--- config.mk ---
export PLATFORM = sky130hd
export DESIGN_NAME = if_id_pipe_reg
export DESIGN_NICKNAME = d
export VERILOG_FILES = /design/src/rtl/if_id_pipe_reg.sv
export SDC_FILE = /design/constraint.sdc
export NUM_CORES = 1
export LEC_CHECK = 0
export ABC_AREA = 1
export CAP_MARGIN = 20
export CELL_PAD_IN_SITES_DETAIL_PLACEMENT = 2
export CELL_PAD_IN_SITES_GLOBAL_PLACEMENT = 2
export CORE_UTILIZATION = 29
export CTS_BUF_LIST = sky130_fd_sc_hd__clkbuf_16
export DETAILED_ROUTE_END_ITERATION = 8
export GPL_TIMING_DRIVEN = 1
export PLACE_DENSITY = 0.85
export SYNTH_ARGS = -nofsm -noshare
export SYNTH_HDL_FRONTEND = slang
export SYNTH_SLANG_ARGS = --single-unit
--- constraint.sdc ---
create_clock -name clk -period 1.9 [get_ports clk]
set_clock_uncertainty 0.05 [all_clocks]
set_input_delay 0.57 -clock clk [delete_from_list [all_inputs] [get_ports clk]]
set_output_delay 0.57 -clock clk [all_outputs]
set_load 0.05 [all_outputs]
--- src/rtl/if_id_pipe_reg.sv ---
// IF->ID pipeline register: one output stage plus one skid entry, so fetch sees a
// registered ready. Supports flush and a saturating count of decode stall cycles.
module if_id_pipe_reg #(
  parameter int FMT_W = 2,
  parameter int OPC_W = 4,
  parameter int REG_W = 3,
  parameter int IMM_W = 3,
  parameter int JMP_W = 16,
  parameter int CNT_W = 16
) (
  input  logic             clk,
  input  logic             rst_n,
  input  logic             valid_i,
  output logic             ready_o,
  input  logic [FMT_W-1:0] format_i,
  input  logic [OPC_W-1:0] opcode_i,
  input  logic [REG_W-1:0] reg1_i,
  input  logic [REG_W-1:0] reg2_i,
  input  logic [REG_W-1:0] regD_i,
  input  logic [IMM_W-1:0] imm_i,
  input  logic             immFlag_i,
  input  logic [JMP_W-1:0] jmpLoc_i,
  output logic             valid_o,
  input  logic             ready_i,
  output logic [FMT_W-1:0] format_o,
  output logic [OPC_W-1:0] opcode_o,
  output logic [REG_W-1:0] reg1_o,
  output logic [REG_W-1:0] reg2_o,
  output logic [REG_W-1:0] regD_o,
  output logic [IMM_W-1:0] imm_o,
  output logic             immFlag_o,
  output logic [JMP_W-1:0] jmpLoc_o,
  input  logic             flush_i,
  output logic [CNT_W-1:0] stall_cnt_o
);

  // Handshake: a transfer happens on a rising edge where valid and ready are both 1.
  // ready_o is a pure function of registered state (skid empty), never of ready_i.
  logic             skid_valid;
  logic [FMT_W-1:0] skid_format;
  logic [OPC_W-1:0] skid_opcode;
  logic [REG_W-1:0] skid_reg1;
  logic [REG_W-1:0] skid_reg2;
  logic [REG_W-1:0] skid_regd;
  logic [IMM_W-1:0] skid_imm;
  logic             skid_imm_flag;
  logic [JMP_W-1:0] skid_jmp_loc;

  logic acc_in;
  logic acc_out;
  logic out_free;
  logic take_skid;
  logic take_in;
  logic park_in;

  assign ready_o = !skid_valid;
  assign acc_in  = valid_i && ready_o;
  assign acc_out = valid_o && ready_i;

  always_comb begin
    out_free  = !valid_o || acc_out;
    take_skid = !flush_i && out_free && skid_valid;
    take_in   = !flush_i && out_free && !skid_valid && acc_in;
    park_in   = !flush_i && !out_free && acc_in;
  end

  always_ff @(posedge clk or negedge rst_n) begin
    if (!rst_n) begin
      valid_o    <= 1'b0;
      skid_valid <= 1'b0;
    end else if (flush_i) begin
      valid_o    <= 1'b0;
      skid_valid <= 1'b0;
    end else if (out_free) begin
      valid_o    <= skid_valid || acc_in;
      skid_valid <= 1'b0;
    end else if (acc_in) begin
      skid_valid <= 1'b1;
    end
  end

  // Output payload only moves when a new instruction lands; otherwise it holds.
  always_ff @(posedge clk or negedge rst_n) begin
    if (!rst_n) begin
      format_o  <= '0;
      opcode_o  <= '0;
      reg1_o    <= '0;
      reg2_o    <= '0;
      regD_o    <= '0;
      imm_o     <= '0;
      immFlag_o <= 1'b0;
      jmpLoc_o  <= '0;
    end else if (take_skid) begin
      format_o  <= skid_format;
      opcode_o  <= skid_opcode;
      reg1_o    <= skid_reg1;
      reg2_o    <= skid_reg2;
      regD_o    <= skid_regd;
      imm_o     <= skid_imm;
      immFlag_o <= skid_imm_flag;
      jmpLoc_o  <= skid_jmp_loc;
    end else if (take_in) begin
      format_o  <= format_i;
      opcode_o  <= opcode_i;
      reg1_o    <= reg1_i;
      reg2_o    <= reg2_i;
      regD_o    <= regD_i;
      imm_o     <= imm_i;
      immFlag_o <= immFlag_i;
      jmpLoc_o  <= jmpLoc_i;
    end
  end

  always_ff @(posedge clk or negedge rst_n) begin
    if (!rst_n) begin
      skid_format   <= '0;
      skid_opcode   <= '0;
      skid_reg1     <= '0;
      skid_reg2     <= '0;
      skid_regd     <= '0;
      skid_imm      <= '0;
      skid_imm_flag <= 1'b0;
      skid_jmp_loc  <= '0;
    end else if (park_in) begin
      skid_format   <= format_i;
      skid_opcode   <= opcode_i;
      skid_reg1     <= reg1_i;
      skid_reg2     <= reg2_i;
      skid_regd     <= regD_i;
      skid_imm      <= imm_i;
      skid_imm_flag <= immFlag_i;
      skid_jmp_loc  <= jmpLoc_i;
    end
  end

  // Flush does not clear the counter; only reset does.
  always_ff @(posedge clk or negedge rst_n) begin
    if (!rst_n) begin
      stall_cnt_o <= '0;
    end else if (valid_o && !ready_i && !flush_i && (stall_cnt_o != '1)) begin
      stall_cnt_o <= stall_cnt_o + 1'b1;
    end
  end

endmodule
Yosys cells after proc, flatten, opt, wreduce, memory -nomap -nowiden
Cells that the tools add are included.
{ "totals": {"register_bits": 88, "latch_bits": 0, "mem_bits_rw": 0, "rom_bits": 0, "in_bits": 40, "out_inout_bits": 53, "word_cells": 63, "mem_count": 0} }
{ "op_classes": {"n_addsub": 1, "n_mul": 0, "n_div": 0, "n_lt_le_gt_ge": 0, "n_eq_ne": 1, "shifts": 0, "n_mux": 21, "bitwise": 0, "reduce_logical": 21} }
{ "op_table": {"columns": ["operator", "n"], "rows": [
  ["$mux 16", 2],
  ["$mux 3", 8],
  ["$add 16x1->16 const B", 1],
  ["$ne 16x16->1 const B", 1],
  ["$logic_and 1x1->1", 11],
  ["$mux 4", 2],
  ["$mux 1", 7],
  ["$logic_not 1->1", 5],
  ["$mux 2", 2],
  ["$reduce_bool 2->1", 2],
  ["$reduce_bool 3->1", 1],
  ["$logic_or 1x1->1", 2]
]} }

Logic depth before layout (Yosys ltp)
{ "logic_depth": {"word_depth": 7, "depth_mapped": 9, "depth_no_buf": 9} }

Least setup slack after synthesis
Ideal clock, no wire load.
{ "synth_timing": {"kind": "flip-flop to flip-flop", "startpoint": "register stall_cnt_o[0]", "endpoint": "register stall_cnt_o[14]", "setup_time_ns": 0.120, "arrival_time_ns": 1.672, "required_ns": 1.730, "setup_slack_ns": 0.059, "path_stages_with_launch": 9, "path_buffers": 0, "period_less_slack_ns": 1.841, "path_cell_list": "dfrtp_1 -> ha_1 -> nand3_2 -> nor2_2 -> nand2_2 -> nor2_4 -> nand2_1 -> nand2_1 -> nand2_1"} }
{ "synth_between": {"elab_chain_len": 2, "elab_cells_between_ends": 3, "cone_classes": "add/sub: 1; eq/ne: 1; reduce/logical: 1"} }
{ "synth_rtl": {"columns": ["item", "line_no", "text"], "rows": [
  ["start: declaration", "34", "output logic [CNT_W-1:0] stall_cnt_o"],
  ["start signal: assignment", "141", "stall_cnt_o <= stall_cnt_o + 1'b1;"],
  ["branches (longest 2 deep; another with $add 16x1->16)", null, null]
]} }
Several ways; the timed one is not identified.
A chain may end at the register's enable or synchronous reset.

Worst setup path in the final report
{ "layout_timing": {"startpoint": "input ready_i", "endpoint": "register jmpLoc_o[5]"} }
{ "layout_between": {"elab_chain_len": 6, "elab_cells_between_ends": 8, "cone_classes": "mux: 1; reduce/logical: 7"} }
{ "layout_rtl": {"columns": ["item", "line_no", "text"], "rows": [
  ["start: declaration", "24", "input logic ready_i,"],
  ["$logic_and 1x1->1 (*)", "58", "assign acc_out = valid_o && ready_i;"],
  ["$logic_or 1x1->1 (*)", "61", "out_free = !valid_o || acc_out;"],
  ["$logic_and 1x1->1 (*)", "62, 63", null],
  ["$logic_and 1x1->1 (2 in a row)", "63", "take_in = !flush_i && out_free && !skid_valid && acc_in;"],
  ["$reduce_bool 2->1 (no source line)", null, null],
  ["end signal: assignment", "101", "jmpLoc_o <= skid_jmp_loc;"],
  ["end signal: assignment", "110", "jmpLoc_o <= jmpLoc_i;"],
  ["end: declaration", "32", "output logic [JMP_W-1:0] jmpLoc_o,"]
]} }
Mark *: on every way between the ends. The rest lies on a longest branch, timed or not.

==> flow_metrics.py <==
metrics = {
    "sta": {
        "rsz0062_at_grt": "no",
        "whs_ns": 0.102,
        "fin_crit_ns": 1.79,
        "finalSetupViolCount": 0,
        "final-hold-violation-count": 0,
        "max_freq_ghz": 0.558,
        "finalCritPeriodShare_pct": 94.3,
        "maxSlewHeadroom_pct": 74.2,
        "maxSlewViolCount": 0,
        "tightest_slew_ns": 0.387,
    },
    "cts": {
        "htreeDepth": 3,
        "clock-sinks": 88,
        "cts_buffers": 9,
        "cts.clk_slew.worst_paths_ns": 0.07,
        "cts_root_buffer": "clkbuf_16",
        "post_cts_buffers": 0,
        "cts_resized": 0,
        "cts_tree": "built",
        "clock_latency_ns": 0.34,
        "cts_buffer_depth": 2,
        "hold_buffers": 0,
    },
    "finish": {
        "layout.nets": 642,
        "ff_latch_area_um2": 2200,
        "area_delta_synth_final_pct": 43.1,
        "instances_no_fill": 781,
        "drive_gt1_share_pct": 19.0,
        "fillerInstances": 1515,
        "fin_util_pct": 43.1,
        "diodes": 0,
        "multi_input_area_um2": 1560,
    },
    "die": {
        "core_area_um2": 13500,
        "die_w_um": 120,
        "start_util_pct": 30.1,
        "die_area_um2": 14400,
        "num_rows": 42,
        "die_h_um": 120,
        "ios": 93,
    },
    "hold_path": {
        "hold_class": "primary input to asynchronous set/reset pin",
    },
    "logic_synthesis": {
        "ys_seq_area_share_pct": 54.4,
        "ys_warn_count": 0,
        "synth_top_area_share_pct": 54.4,
        "ys_ff_latch": 88,
        "syn_nets": 538,
        "synth_cells": 497,
        "syn_area_um2": 4050,
        "ys_types": 25,
        "synth_top_cell_by_area": "dfrtp_1",
        "synth_area_leaders": "dfrtp_1 54%, nand2_1 15%, o21ai_0 6.9%, inv_1 4.4%, a21oi_1 4.3%",
        "syn_avg_cell_area_um2": 8.14,
    },
    "setup_path": {
        "cp-start-kind": "primary input",
        "arrival_ns": 2.03,
        "timing.critical_path.mode_cell": "nand2_1",
        "path_max_fanout": 32,
        "worst-r2r-setup-slack_ns": 0.19,
        "ff2ff_path_depth": 7,
        "r2r-start": "stall_cnt_o[3]$_DFFE_PN0P_",
        "endpoint_kind": "flop",
        "worst-setup-path-type": "primary input to flop",
        "crit_chain": "clkdlybuf4s50_1, inv_2, nand2_1, nand2_1, nor2_1, inv_2, buf_12, a21oi_1, o21ai_0, nand2_1",
        "slowest_stage": "clkdlybuf4s50_1",
        "cpPeakStageDelay_ns": 0.48,
        "worstPathRequired_ns": 2.13,
        "r2r_end": "stall_cnt_o[13]$_DFFE_PN0P_",
    },
    "power": {
        "vdd_drop_max_uv": 510,
        "fin_total_pwr_mw": 6.26,
        "p_leak_nw": 2.88,
        "powerDensity_nw_per_um2": 1080,
    },
    "routing": {
        "avgViaCountPerCell": 4.82,
        "firstDrtPassIters": 4,
        "first_iter_violations": 134,
        "wl_per_cell_um": 16.7,
        "wirelength_um": 13100,
        "drc": 0,
        "ant_nets": 0,
        "vias": 3762,
    },
    "place": {
        "dpl.hpwl_um": 9590,
        "place_congestion": 0.771,
        "io_buffers": 92,
        "post-place-cells": 766,
    },
    "global_route": {
        "antenna_found_initial": 0,
        "grt_max_degree": 49,
        "track_usage_pct": 19.1,
        "grt_pass1_wl_um": 21600,
        "gr-total-overflow": 0,
        "grt_pass1_vias": 4246,
    },
    "run": {
        "drv_cap": 0,
    },
    "outcome": {
        "outcome": "finished clean",
    },
}
synthesized netlist by cell type:
| cell type | count |
|---|---|
| nand2_1 | 166 |
| dfrtp_1 | 88 |
| o21ai_0 | 56 |
| inv_1 | 47 |
| a21oi_1 | 35 |
| o21ai_1 | 20 |
| nor2_1 | 17 |
| buf_2 | 15 |
| nand3_1 | 8 |
| clkbuf_1 | 5 |
| inv_2 | 5 |
| nor2_2 | 5 |
| nand2_2 | 4 |
| nand4_1 | 4 |
| nor3_1 | 4 |
| nand3b_1 | 3 |
| nor2_4 | 3 |
| xnor2_1 | 3 |
| nand2_4 | 2 |
| nand3_2 | 2 |
| clkbuf_2 | 1 |
| clkinv_2 | 1 |
| ha_1 | 1 |
| nand3_4 | 1 |
| o21bai_1 | 1 |
area by class of cell:
cell class | instances | area share [%]
clock buffers | 9 | 3.89
clock inverters | 6 | 1.47
inverters | 53 | 3.46
multi-input cells | 335 | 26.8
flip-flops and latches | 88 | 38.0
well taps | 176 | 3.80
repair buffers | 114 | 22.5
flip-flops by register name (all words and copies together), names as in the netlist, 2 cells and up:
signal,count
regD_o,3
stall_cnt_o,16
skid_imm,3
format_o,2
skid_format,2
skid_reg1,3
skid_opcode,4
opcode_o,4
skid_jmp_loc,16
skid_reg2,3
imm_o,3
reg1_o,3
jmpLoc_o,16
skid_regd,3
reg2_o,3
worst max-delay path: cells and delay by family:
kind,cells,cell delay [ns]
buf+inv,4,0.82
simple gates,4,0.34
compound gates,2,0.30
kinds of logic after synthesis:
family          count (synthesis)  synth area share (%)
fa+ha+maj                       1                 0.309
xor+xnor                        3                 0.649
simple gates                  219                  23.3
compound gates                112                  13.9
flops                          88                  54.4
buf+inv                        74                  7.39
cells in the final DEF (no fill, tap or decap), drive strengths merged, types with 9 or more instances in the layout:
| master | Yosys | layout |
|---|---|---|
| inv | 52 | 54 |
| nand2 | 172 | 172 |
| o21ai | 76 | 76 |
| dfrtp | 88 | 88 |
| clkdlybuf4s50 | 0 | 38 |
| nor2 | 25 | 25 |
| nand3 | 11 | 11 |
| buf | 15 | 76 |
| clkbuf | 6 | 9 |
| a21oi | 35 | 35 |
metal layers:
layer	vias up	track usage (%)	part of all wire, %
met1	1897	23.1	44
met2	57	34.1	52
li1	1787	-	-
met4	0	7.19	2.1
met3	21	2.66	2.3
met5	-	0	0
per-stage QoR:
step / setup TNS (ns) / worst slack, ns / cell area (um^2)
after floorplan: 0 / 0.0586 / 4050
after global placement: -6.63 / -0.138 / 5480
after detailed placement: -10.54 / -0.242 / 5480
after CTS: 0 / 0.0799 / 5790
after global routing: 0 / 0.000463 / 5790
final: 0 / 0.108 / 5790
power by group:
group / leakage, nW / internal [mW] / total [mW] / switching (mW)
registers: 1.12 / 2.24 / 2.53 / 0.300
logic: 1.61 / 0.688 / 1.82 / 1.13
clock network: 0.153 / 1.14 / 1.91 / 0.764
worst max path at each step:
stage	startpoint	end
after CTS	ready_i	jmpLoc_o[5]$_DFFE_PN0P_
after floorplan	stall_cnt_o[0]$_DFFE_PN0P_	stall_cnt_o[14]$_DFFE_PN0P_
after detailed placement	ready_i	opcode_o[0]$_DFFE_PN0P_
after global routing	ready_i	jmpLoc_o[5]$_DFFE_PN0P_
final	ready_i	jmpLoc_o[5]$_DFFE_PN0P_
after global placement	ready_i	jmpLoc_o[6]$_DFFE_PN0P_
(Power assumes the default switching activity.)
